`config.mk`:
```
export PLATFORM = sky130hd
export DESIGN_NAME = rom_stream_reader
export DESIGN_NICKNAME = d
export VERILOG_FILES = /design/src/rtl/rom_stream_reader_pkg.sv /design/src/rtl/rom_stream_reader.sv
export SDC_FILE = /design/constraint.sdc
export NUM_CORES = 1
export LEC_CHECK = 0
export CAP_MARGIN = 20
export CORE_MARGIN = 2
export CORE_UTILIZATION = 34
export DETAILED_ROUTE_END_ITERATION = 12
export PLACE_DENSITY = 0.72
export SYNTH_ARGS = -nofsm -noshare
export SYNTH_HDL_FRONTEND = slang
export SYNTH_SLANG_ARGS = --single-unit
```
`constraint.sdc`:
```
create_clock -name clk -period 2.3 [get_ports clk]
set_input_delay 0.575 -clock clk [delete_from_list [all_inputs] [get_ports clk]]
set_output_delay 0.575 -clock clk [all_outputs]
set_load 0.01 [all_outputs]
```
`src/rtl/rom_stream_reader_pkg.sv`:
```
// Shared types and defaults for the ROM stream reader.
// FSM encoding plus default ROM geometry.
package rom_stream_reader_pkg;

  localparam int ADDR_W_DEF = 4;
  localparam int DATA_W_DEF = 8;

  typedef enum logic [1:0] {
    ST_IDLE   = 2'd0,
    ST_STREAM = 2'd1,
    ST_DRAIN  = 2'd2,
    ST_DONE   = 2'd3
  } state_e;

endpackage

```
`src/rtl/rom_stream_reader.sv`:
```
// Walks a block of ROM addresses and streams the words out
// over a valid/ready port with last-word flag and done pulse.
module rom_stream_reader
  import rom_stream_reader_pkg::*;
#(
  parameter int ADDR_W = ADDR_W_DEF,
  parameter int DATA_W = DATA_W_DEF,
  parameter int CNT_W  = ADDR_W + 1
) (
  input  logic              clk,
  input  logic              rst_n,
  input  logic              start,
  input  logic [ADDR_W-1:0] base_addr,
  input  logic [CNT_W-1:0]  count,
  input  logic              abort,
  output logic [ADDR_W-1:0] rom_addr,
  input  logic [DATA_W-1:0] rom_data,
  output logic [DATA_W-1:0] out_data,
  output logic              out_valid,
  input  logic              out_ready,
  output logic              out_last,
  output logic              busy,
  output logic              done
);

  state_e            state_q, state_d;
  logic [ADDR_W-1:0] ptr_q, ptr_d;
  logic [CNT_W-1:0]  rem_q, rem_d;
  logic [DATA_W-1:0] data_q, data_d;
  logic              valid_q, valid_d;
  logic              last_q, last_d;
  logic              hs;
  logic              load;
  logic              kill;

  assign hs   = valid_q && out_ready;
  assign kill = abort && (state_q != ST_IDLE);
  assign load = (state_q == ST_STREAM)
             && (rem_q != '0)
             && (!valid_q || out_ready)
             && !abort;

  // Next-state, pointer and output-register logic.
  always_comb begin
    state_d = state_q;
    ptr_d   = ptr_q;
    rem_d   = rem_q;
    data_d  = data_q;
    valid_d = valid_q;
    last_d  = last_q;

    if (hs) begin
      valid_d = 1'b0;
      last_d  = 1'b0;
    end

    if (load) begin
      data_d  = rom_data;
      valid_d = 1'b1;
      last_d  = (rem_q == CNT_W'(1));
      ptr_d   = ptr_q + 1'b1;
      rem_d   = rem_q - 1'b1;
    end

    unique case (state_q)
      ST_IDLE: begin
        if (start) begin
          if (count != '0) begin
            ptr_d   = base_addr;
            rem_d   = count;
            state_d = ST_STREAM;
          end else begin
            state_d = ST_DONE;
          end
        end
      end
      ST_STREAM: begin
        if (rem_d == '0) state_d = ST_DRAIN;
      end
      ST_DRAIN: begin
        if (!valid_d) state_d = ST_DONE;
      end
      ST_DONE: begin
        state_d = ST_IDLE;
      end
    endcase

    // A cancel lets any same-cycle handshake finish, then empties the block.
    if (kill) begin
      state_d = ST_IDLE;
      valid_d = 1'b0;
      last_d  = 1'b0;
      rem_d   = '0;
    end
  end

  // State and datapath registers.
  always_ff @(posedge clk or negedge rst_n) begin
    if (!rst_n) begin
      state_q <= ST_IDLE;
      ptr_q   <= '0;
      rem_q   <= '0;
      data_q  <= '0;
      valid_q <= 1'b0;
      last_q  <= 1'b0;
    end else begin
      state_q <= state_d;
      ptr_q   <= ptr_d;
      rem_q   <= rem_d;
      data_q  <= data_d;
      valid_q <= valid_d;
      last_q  <= last_d;
    end
  end

  assign rom_addr  = ptr_q;
  assign out_data  = data_q;
  assign out_valid = valid_q;
  assign out_last  = last_q;
  assign busy      = (state_q != ST_IDLE);
  assign done      = (state_q == ST_DONE);

endmodule

```
==> results.yml <==
status:
  status: "completed"
cts:
  cts-hold-fix-buffers: 0
  cts_sinks: 21
  cts-htree-levels: 1
  cts_tree: "yes"
  clockBufferDepth: 2
  cts_inserted_buffers: 3
  cts_root_buf: "clkbuf_8"
  clk_pin_slew_ps: 70
  clkLatencyLatePin_ps: 260
layout:
  drive_above_1_share_pct: 16.09
  fillers: 344
  layout_common_cells: "36 x clkdlybuf4s50_1, 21 x dfrtp_1, 16 x nor2_1"
  layout.nets: 205
  final_common_cell: "clkdlybuf4s50_1"
  antennaDiodeCount: 0
  ff_latch_area_sq_um: 525.5
  multi_input_area_sq_um: 686.9
  syn2layout_area_growth_pct: 45.99
  final_util_pct: 51.11
setup_path:
  reg2reg_depth: 9
  critPathArrivalTime_ps: 2450
  cp-end-kind: "register"
  worst-path-max-fanout: 6
  worstPathRequired_ps: 2490
  crit_type: "input port to register"
  cp-start-kind: "input port"
sta:
  period_share_pct: 98.52
  rsz0062_at_grt: "true"
  max_freq_mhz: 441.3
  setup_viol: 0
  drv_slew: 0
  tightest_slew_ps: 444.4
  slew_headroom_pct: 70.26
  finClkSkew_ps: 5.233
  setup_ws_ps: 33.95
  hold_viol: 0
  finalCriticalPeriod_ps: 2266
  whs_ps: 493.0
yosys:
  mappedNetlistArea_sq_um: 1262
  synth.net_count: 153
  synth.avg_cell_area_sq_um: 10.26
  syn-instance-count: 123
  synth-seq-cells: 21
  yosysSeqAreaShare_pct: 41.63
  ys_types: 38
  synth_warnings: 0
grt:
  antenna_found_initial: 0
  grt_pass1_wl_microns: 4836
  grt_usage_pct: 14.78
  grt_pass1_vias: 1129
  grt_max_degree: 22
  grt-ovfl-total: 0
place:
  place.gp.congestion: 0.8127
  dpl_worst_slack_ps: -273.7
  io_buffers: 37
  hpwl_microns: 2308
power_and_ir_drop:
  power.share.sequential_pct: 29.5
  ir_drop_uv: 563.3
  switching_share_pct: 39.00
  pwr-share-comb_pct: 60.0
  powerDensity_nw_per_um2: 1242
  power.internal_mw: 1.396
  power_mw: 2.289
  power.net_switching_mw: 0.8927
  p_clk_share_pct: 10.6
  p_leak_nw: 0.7996
drt:
  vias_per_cell: 4.919
  vias: 1092
  drc_errors: 0
  drtIter0Drc: 49
  drtAntennaViolNets: 0
  avgRoutedWirePerCell_microns: 13.12
  first_pass_iters: 4
  routed_wirelength_microns: 2913
hold_path:
  hp-class: "register to register"
  min_path_cells: 1
flow_run:
  drv_cap: 0
floorplanning:
  die_y_microns: 64.94
  pin_count: 38
  die_w_microns: 64.94
  die_area_sq_um: 4217
  core-area_sq_um: 3606
  start_util_pct: 35.01
  rows: 22
flip-flops by register name, indices dropped and copies added, names as in the netlist:
| signal | count |
|---|---|
| out_valid | 1 |
| state_q | 2 |
| out_last | 1 |
| out_data | 8 |
| rom_addr | 4 |
| rem_q | 5 |
synthesized netlist by cell type (all sizes together):
| cell type | instances | area share, % |
|---|---|---|
| xnor2 | 6 | 4.2 |
| xor2 | 1 | 0.69 |
| and3 | 1 | 0.50 |
| nand3b | 1 | 0.59 |
| nand4 | 2 | 0.99 |
| a21oi | 2 | 0.79 |
| o21ai | 4 | 1.6 |
| nor3b | 1 | 0.59 |
| nor3 | 3 | 1.2 |
| clkbuf | 1 | 0.30 |
| ha | 8 | 7.9 |
| a32oi | 2 | 1.4 |
| nand3 | 3 | 1.2 |
| nor2 | 17 | 5.3 |
| a22oi | 3 | 1.8 |
| a21o | 1 | 0.59 |
| a211oi | 1 | 0.59 |
| nor2b | 1 | 0.69 |
| inv | 9 | 2.7 |
| a311o | 1 | 0.79 |
| a211o | 1 | 0.69 |
| a2bb2oi | 2 | 1.9 |
| nand2 | 7 | 2.1 |
| mux2 | 9 | 8.0 |
| or4 | 2 | 1.2 |
| nand2b | 1 | 1.1 |
| a311oi | 1 | 2.1 |
| nor4 | 1 | 0.50 |
| a31oi | 3 | 2.0 |
| mux2i | 4 | 3.2 |
| buf | 3 | 1.4 |
| dfrtp | 21 | 42 |
power by group through the flow:
stage                     clock (mW)  sequential, mW  combinational [mW]
after detailed placement           0           0.689                1.35
after global placement             0           0.678                1.31
final                          0.241           0.674                1.37
after floorplan                    0           0.715               0.770
after CTS                      0.251           0.674                1.38
after global routing           0.271           0.699                1.50
per-layer routing:
metal	vias to the layer above	part of all wire, %	track usage, %
li1	536	-	-
met1	525	43	17.72
met2	29	50	26.55
met3	2	5.7	2.778
met4	0	0.86	4.521
met5	-	0	0
cells by family after synthesis:
kind of cell | share of synthesized area, %
DFF | 41.63
and+or+nand+nor | 15.86
adders and majority gates | 7.929
muxes | 11.20
AOI/OAI and AO/OA | 14.17
xor gates and xnor gates | 4.856
buffers and inverters | 4.361
path summary, 6_finish.rpt:
kind	from	endpoint	slack, ps
max	out_ready	state_q[1]	30
min	out_data[4]	out_data[4]	490
max reg2reg	state_q[1]	state_q[0]	130
min reg2reg	out_data[4]	out_data[4]	490
max in group asynchronous	rst_n	rom_addr[2]	1430
min in group asynchronous	rst_n	rom_addr[1]	650
cell type report:
cell class / instances / area share, %
inverters: 9 / 1.833
clock buffers: 3 / 2.240
well taps: 48 / 3.259
flip-flops and latches: 21 / 28.51
multi-input cells: 89 / 37.27
repair buffers: 51 / 26.61
clock inverters: 1 / 0.2716
through the flow:
stage / TNS (ps) / instances / cell area, sq um
6_report: 0 / 222 / 1843
5_1_grt: -93.08 / 222 / 1843
4_1_cts: 0 / 222 / 1836
3_5_place_dp: -1991 / 217 / 1782
3_3_place_gp: -1266 / 217 / 1782
2_1_floorplan: 0 / 123 / 1262
worst max-delay path, stage by stage:
cell and delay [ps]:
clkdlybuf4s50_1 490, nor2b_2 90, a311oi_4 370, a32oi_1 160
a211o_1 320, a31oi_2 250, mux2i_1 200
repair_timing:
item                       CTS  global route
cloned                       0             0
setup endpoints to repair    2             6
hold endpoints to repair     0             0
buffers inserted             1             0
gates resized for setup      0             3
pin swaps                    1             1
Note: power is estimated with default switching activity, not from simulation.
